### config.mk
export PLATFORM = sky130hd
export DESIGN_NAME = free_list
export DESIGN_NICKNAME = d
export VERILOG_FILES = /design/src/rtl/free_list_pkg.sv /design/src/rtl/fl_ckpt_table.sv /design/src/rtl/free_list.sv
export SDC_FILE = /design/constraint.sdc
export NUM_CORES = 2
export LEC_CHECK = 0
export ABC_AREA = 0
export BUFFER_PORTS_ARGS = -buffer_cell sky130_fd_sc_hd__buf_2
export CORE_MARGIN = 1.5
export CORE_UTILIZATION = 50
export CTS_BUF_LIST = sky130_fd_sc_hd__clkbuf_2
export CTS_CLUSTER_SIZE = 30
export DETAILED_ROUTE_END_ITERATION = 8
export PLACE_DENSITY = 0.67
export SYNTH_ARGS = -nofsm -noshare
export SYNTH_HDL_FRONTEND = slang
export SYNTH_SLANG_ARGS = --single-unit
### constraint.sdc
create_clock -name clk -period 15.2 [get_ports clk]
set_clock_uncertainty 0.2 [all_clocks]
set_input_delay 1.52 -clock clk [delete_from_list [all_inputs] [get_ports clk]]
set_output_delay 1.52 -clock clk [all_outputs]
set_load 0.1 [all_outputs]
### src/rtl/free_list_pkg.sv
// Shared rename-stage sizing and the free-list pointer type.
package RR_pkg;

    localparam int unsigned P_REGISTERS = 64;
    localparam int unsigned L_REGISTERS = 32;
    localparam int unsigned INSTR_COUNT = 2;

    localparam int unsigned PREG_W    = $clog2(P_REGISTERS);
    localparam int unsigned PTR_W     = PREG_W + 1;
    localparam int unsigned FREE_INIT = P_REGISTERS - L_REGISTERS;

    // Pointer MSB is the wrap bit; low PREG_W bits index the buffer.
    typedef logic [PTR_W-1:0]  fl_ptr_t;
    typedef logic [PREG_W-1:0] preg_t;

endpackage

### src/rtl/fl_ckpt_table.sv
// Checkpoint table of head pointers: one write port, one asynchronous read port.
module fl_ckpt_table #(
    parameter int unsigned DEPTH = 8,
    parameter int unsigned WIDTH = 7
) (
    input  logic                     clk_i,
    input  logic                     rst_i,
    input  logic                     we_i,
    input  logic [$clog2(DEPTH)-1:0] waddr_i,
    input  logic [WIDTH-1:0]         wdata_i,
    input  logic [$clog2(DEPTH)-1:0] raddr_i,
    output logic [WIDTH-1:0]         rdata_o
);

    logic [WIDTH-1:0] tbl_q [DEPTH];

    always_ff @(posedge clk_i or posedge rst_i) begin
        if (rst_i) begin
            for (int unsigned i = 0; i < DEPTH; i++) begin
                tbl_q[i] <= '0;
            end
        end else if (we_i) begin
            tbl_q[waddr_i] <= wdata_i;
        end
    end

    assign rdata_o = tbl_q[raddr_i];

endmodule

### src/rtl/free_list.sv
// Physical-register free list: circular buffer with all-or-nothing multi-slot
// allocation, in-order release, and head-pointer checkpoint/recovery.
module free_list
    import RR_pkg::*;
#(
    parameter int unsigned CKPT_NUM = 8
) (
    input  logic                                clk,
    input  logic                                rst,
    input  logic [INSTR_COUNT-1:0]              alloc_req,
    output logic [INSTR_COUNT-1:0][PREG_W-1:0]  alloc_preg,
    output logic                                alloc_ok,
    input  logic [INSTR_COUNT-1:0]              rel_en,
    input  logic [INSTR_COUNT-1:0][PREG_W-1:0]  rel_preg,
    input  logic                                ckpt_take,
    input  logic [$clog2(CKPT_NUM)-1:0]         ckpt_id,
    input  logic                                rec_en,
    input  logic [$clog2(CKPT_NUM)-1:0]         rec_ckpt_id,
    output logic [PTR_W-1:0]                    free_count,
    output logic                                empty,
    output logic                                overflow_err
);

    localparam logic [PTR_W:0] OVF_LIMIT = (PTR_W+1)'(FREE_INIT);

    preg_t   buf_q [P_REGISTERS];
    fl_ptr_t head_q, head_d;
    fl_ptr_t tail_q, tail_d;
    logic    ovf_q, ovf_d;

    fl_ptr_t        alloc_n;
    fl_ptr_t        rel_n;
    preg_t          rel_slot [INSTR_COUNT];
    logic           grant;
    logic [PTR_W:0] ovf_sum;
    fl_ptr_t        ckpt_rdata;
    logic           ckpt_we;

    assign free_count   = tail_q - head_q;
    assign empty        = (free_count == '0);
    assign overflow_err = ovf_q;

    // Each requesting slot takes the entry after those taken by lower slots.
    always_comb begin
        alloc_n = '0;
        for (int unsigned s = 0; s < INSTR_COUNT; s++) begin
            alloc_preg[s] = buf_q[preg_t'(head_q + alloc_n)];
            if (alloc_req[s]) begin
                alloc_n = alloc_n + fl_ptr_t'(1);
            end
        end
        grant    = !rec_en && (alloc_n <= free_count);
        alloc_ok = (alloc_n == '0) || grant;
    end

    always_comb begin
        rel_n = '0;
        for (int unsigned s = 0; s < INSTR_COUNT; s++) begin
            rel_slot[s] = preg_t'(tail_q + rel_n);
            if (rel_en[s]) begin
                rel_n = rel_n + fl_ptr_t'(1);
            end
        end
        tail_d  = tail_q + rel_n;
        ovf_sum = {1'b0, free_count} + {1'b0, rel_n};
        ovf_d   = ovf_q || (ovf_sum > OVF_LIMIT);
    end

    // Recovery overrides allocation; the snapshot stores the post-grant head.
    always_comb begin
        head_d = head_q;
        if (rec_en) begin
            head_d = ckpt_rdata;
        end else if (grant) begin
            head_d = head_q + alloc_n;
        end
        ckpt_we = ckpt_take && !rec_en;
    end

    always_ff @(posedge clk or posedge rst) begin
        if (rst) begin
            head_q <= '0;
            tail_q <= fl_ptr_t'(FREE_INIT);
            ovf_q  <= 1'b0;
        end else begin
            head_q <= head_d;
            tail_q <= tail_d;
            ovf_q  <= ovf_d;
        end
    end

    always_ff @(posedge clk or posedge rst) begin
        if (rst) begin
            for (int unsigned i = 0; i < P_REGISTERS; i++) begin
                buf_q[i] <= (i < FREE_INIT) ? preg_t'(L_REGISTERS + i) : '0;
            end
        end else begin
            for (int unsigned s = 0; s < INSTR_COUNT; s++) begin
                if (rel_en[s]) begin
                    buf_q[rel_slot[s]] <= rel_preg[s];
                end
            end
        end
    end

    fl_ckpt_table #(
        .DEPTH (CKPT_NUM),
        .WIDTH (PTR_W)
    ) u_ckpt_table (
        .clk_i   (clk),
        .rst_i   (rst),
        .we_i    (ckpt_we),
        .waddr_i (ckpt_id),
        .wdata_i (head_d),
        .raddr_i (rec_ckpt_id),
        .rdata_o (ckpt_rdata)
    );

endmodule

== Word-level counts from Yosys, hierarchy flattened ==
Cells that the tools add are included.
Word-level totals
  register bits after elaboration: 455
  bits of input ports: 26
  output and inout port bits: 22
  word-level logic and storage cells: 136
Operators by class
  $add $sub $neg: 8
  $lt $le $gt $ge: 11
  mux-type cells: 26
  bitwise logic cells: 6
  reduce and logical (&&, ||, !) cells: 10
Operators by type and width (number)
  $bwmux 384: 2
  $mux 384: 2
  $bmux 6 s6: 2
  $demux 6 s6: 2
  $bwmux 56: 1
  $mux 7: 7
  $mux 6: 6
  $ge 7x7->1 const B: 4
  $not 6->7: 4
  $bmux 7 s3: 1
  $demux 7 s3: 1
  $add 7x1->7 const B: 2
  $add 7x7->7: 2
  $logic_not 7->1: 2
  $lt 7x1->1 const B: 2
  $add 6x6->6: 2
  $add 7x7->8: 1
  $ge 4x4->1 const B: 2
  $gt 8x6->1 const B: 1
  $not 3->4: 2
  $le 7x7->1: 1
  $sub 7x7->7: 1
  $logic_and 1x1->1: 5
  $lt 4x1->1 const B: 1
  other kinds (3): 5

== Longest topological paths before layout ==
  depth in word-level cells: 9
  mapped depth: 12
  mapped depth without buffers: 11

== Hierarchy ==
From an unflattened synthesis, not the netlist that was laid out.
Unflattened totals
  cell total of the unflattened synthesis: 2370
  area total of the unflattened synthesis: 29807.3 µm²
By module, submodules not included
  free_list: instances 1, cells an instance 2216, area an instance 27171.1 µm², seq. area each 10126.0 µm²
  fl_ckpt_table: instances 1, cells an instance 154, area an instance 2636.3 µm², seq. area each 1401.3 µm²

== Worst setup path before layout ==
Ideal clock, no wire load.
  path kind: flip-flop to output port
  start: register head_q[2]
  end: output empty
  arrival time: 5.745 ns
  required time: 13.480 ns
  setup slack: 7.735 ns
  cell stages (with the launch flop): 11
  path buffers: 2
  path through: dfrtp_1 > buf_2 > inv_2 > buf_1 > ha_1 > nand2b_1 > a21oi_1 > a31o_2 > nor2_1 > inv_1 > nor4_1
On the way
  longest elaborated chain between the ends: 2
RTL lines
  start: declaration: RTL line free_list.sv:27  | fl_ptr_t head_q, head_d;
  start signal: assignment: RTL line free_list.sv:82  | head_q <= '0;
  start signal: assignment: RTL line free_list.sv:86  | head_q <= head_d;
  $sub 7x7->7: RTL line free_list.sv:39  | assign free_count = tail_q - head_q;
  net free_count[6]: RTL line free_list.sv:19  | output logic [PTR_W-1:0] free_count,
  $logic_not 7->1: RTL line free_list.sv:40  | assign empty = (free_count == '0);
  end: declaration: RTL line free_list.sv:20  | output logic empty,
The timed path passes the listed nets, and every way through them passes these cells.

==> results_dict.tcl <==
set metrics [dict create \
    die_x_um 241.8 \
    hpwl_um 62020 \
    grt_max_degree 176 \
    post-route-period-util 0.4919 \
    synth.yosys.seq_area_share 0.4043 \
    worstSkewPairLatency_ns 1.26 \
    postRouteWirelength_um 96390 \
    status "finished, violations left" \
    timing.slew.headroom 0.1549 \
    overflow 0 \
    drtIter0Drc 2876 \
    setup_violations 0 \
    ioPinCount 48 \
    timing.fmax_mhz 133.7 \
    postCtsSetupRepairBufs 0 \
    cp_cell_sequence "ha_4, buf_4, mux4_2, mux4_2, mux4_2, buf_2" \
    dr.pass1.iters 9 \
    initial_core_util 0.5057 \
    synth_edf_count 0 \
    hp-class "input port to async pin" \
    synthToLayoutAreaGrowth_pct 6.033 \
    via_count 22720 \
    cts_resized 0 \
    wire_per_inst_um 28.01 \
    regArea_um2 11530 \
    nNetsFinal 2626 \
    ctsHtreeMaxLevel 3 \
    yosys_warnings 0 \
    post-route-min-period_ns 7.477 \
    multiInputGateArea_um2 15960 \
    path_common_cell "mux4_2" \
    crit_arrival_ns 5.76 \
    grt_pass1_wl_um 145000 \
    dpl_worst_slack_ns 7.933 \
    gp_congestion 0.9587 \
    core_area_um2 56390 \
    synth-compound-area-share 0.08978 \
    synth_seq_cells 455 \
    worstSetupPathType "flop to output port" \
    antenna_found_initial 2 \
    cp_slowest_cell "dfrtp_4" \
    synth_fp_nets 2662 \
    worst_pin_slew_ns 1.268 \
    critPathCaptureType "output port" \
    syn_area_per_cell_um2 10.92 \
    grt_usage 0.3320 \
    cp_num_buf_inv 2 \
    synth_mux_area_frac 0.3509 \
    rows 87 \
    fp.dieH_um 241.8 \
    hold_viol_final 0 \
    max_cap_violations 0 \
    syn_inst 2611 \
    synth_cell_types 57 \
    violations "design-rule violations" \
    finalSetupTns_ns 0 \
    cts-root-buf "clkbuf_2" \
    slew_viol_final 0 \
    synth-adder-area-share 0.01202 \
    cts_tree "done" \
    viasPerCell 6.602 \
    rsz0062_at_grt "false" \
    power.density_nw_per_um2 248.2 \
    drive_gt1_frac 0.2578 \
    crit_fanout 63 \
    first_global_vias 22380 \
    antenna_left 0 \
    crit_family "multiplexers" \
    cts_max_path_buffers 3 \
    synth-async-reset-ratio 1.000 \
    synth-simple-area-share 0.09882 \
    syn_area_um2 28510 \
    synth_top_family_by_area "multiplexers" \
    ctsHoldBuffers 0 \
    cp_slowest_stage_delay_ns 0.96 \
    p_leak_nw 12.96 \
    port_buffers 47 \
    drc_errors 1 \
    cts_made_buffers 121 \
    cts_sinks 455 \
    clk_pin_slew_worst_paths_ns 0.13 \
    critPathLaunchType "flop" \
    nFillCells 4998 \
    worst_slack_ns 7.723 \
    ir_drop_mv 0.7577 \
    synth_ff_type "dfrtp_1" \
    synthXorXnorAreaFrac 0.005529 \
    critPathRequiredTime_ns 13.48 \
    die_area_um2 58470 \
]
[layer usage]
| layer | global-route usage | up-vias | share of wire |
|---|---|---|---|
| li1 | - | 9537 | - |
| met1 | 0.4327 | 11230 | 0.37 |
| met2 | 0.4883 | 1571 | 0.44 |
| met3 | 0.1088 | 376 | 0.13 |
| met4 | 0.1886 | 2 | 0.066 |
| met5 | 0 | - | 0.00082 |
[worst reg2reg max path, delay by kind of cell, from the launching register on]
family / cells / cell delay [ns]
adders and majority gates: 1 / 0.42
AOI/OAI and AO/OA: 2 / 0.39
muxes: 2 / 0.88
and+or+nand+nor: 3 / 0.78
DFF: 1 / 0.53
buffers and inverters: 1 / 0.89
[cells by family after synthesis]
family	Yosys count
AOI/OAI and AO/OA	491
xor gates and xnor gates	18
adders and majority gates	25
buffers and inverters	271
DFF	455
muxes	667
and+or+nand+nor	684
[sequential cells by signal, indices dropped and copies added, names as in the netlist]
signal	count
head_q	7
buf_q	384
tail_q	7
u_ckpt_table.tbl_q	56
overflow_err	1
[cell usage after synthesis (all sizes together), types with 23 or more instances]
master	number	share of area
a21oi	254	0.045
buf	63	0.011
clkbuf	184	0.024
dfrtp	342	0.30
dfstp	113	0.10
inv	23	0.0030
mux2i	400	0.14
mux4	266	0.21
nand2	269	0.035
nand3	28	0.0049
nor2	306	0.040
o21ai	204	0.036
[cell type report]
class / count / share of cell area
Clock inverter: 43 / 0.006745
Inverter: 24 / 0.003228
Tap cell: 756 / 0.03128
Clock buffer: 185 / 0.03062
Timing Repair Buffer: 88 / 0.01837
Sequential cell: 455 / 0.3815
Multi-Input combinational cell: 1885 / 0.5278
Antenna cell: 5 / 0.0004138
[layout by cell type (no fill, tap or decap), types with 28 or more instances in the layout]
| cell | Yosys | layout |
|---|---|---|
| dfrtp_1 | 342 | 340 |
| dfstp_2 | 113 | 113 |
| o21ai_0 | 204 | 204 |
| nor2_1 | 306 | 306 |
| clkinv_1 | 1 | 29 |
| a21oi_1 | 254 | 254 |
| mux4_2 | 266 | 266 |
| buf_2 | 21 | 47 |
| nand3_1 | 28 | 28 |
| buf_4 | 2 | 40 |
| mux2i_1 | 400 | 400 |
| clkbuf_2 | 0 | 185 |
| nand2_1 | 269 | 269 |
[path summary, 6_finish.rpt]
kind                                        start                      to  slack (ns)  depth (start not counted)
setup / recovery                        head_q[1]          alloc_preg[11]        7.72                          6
hold / removal                                rst            overflow_err        0.23                          2
setup reg to reg                        head_q[2]               head_q[0]       10.94                          9
hold reg to reg            u_ckpt_table.tbl_q[38]  u_ckpt_table.tbl_q[38]        0.29                          2
max in group asynchronous                     rst              buf_q[168]       12.41                          4
min in group clk           u_ckpt_table.tbl_q[38]  u_ckpt_table.tbl_q[38]        0.29                          2
[metrics by stage]
step / area, um^2 / hold WS (ns) / utilization / instances / power (W)
global route: 30230 / 0.2168 / 0.5361 / 3439 / 0.007810
global placement: 29080 / 0.2562 / 0.5157 / 3207 / 0.006360
floorplan: 28510 / 0.2446 / - / 2611 / 0.005321
detailed placement: 29090 / 0.2679 / 0.5159 / 3208 / 0.006487
finish: 30240 / 0.2321 / 0.5362 / 3441 / 0.007504
CTS: 30220 / 0.1991 / 0.5359 / 3436 / 0.007397
[report_power, final]
| part | switching [W] | internal, W |
|---|---|---|
| Clock | 0.000565 | 0.000333 |
| Sequential | 0.000658 | 0.00183 |
| Combinational | 0.00241 | 0.00171 |
Power figures use the tool's default switching activity.
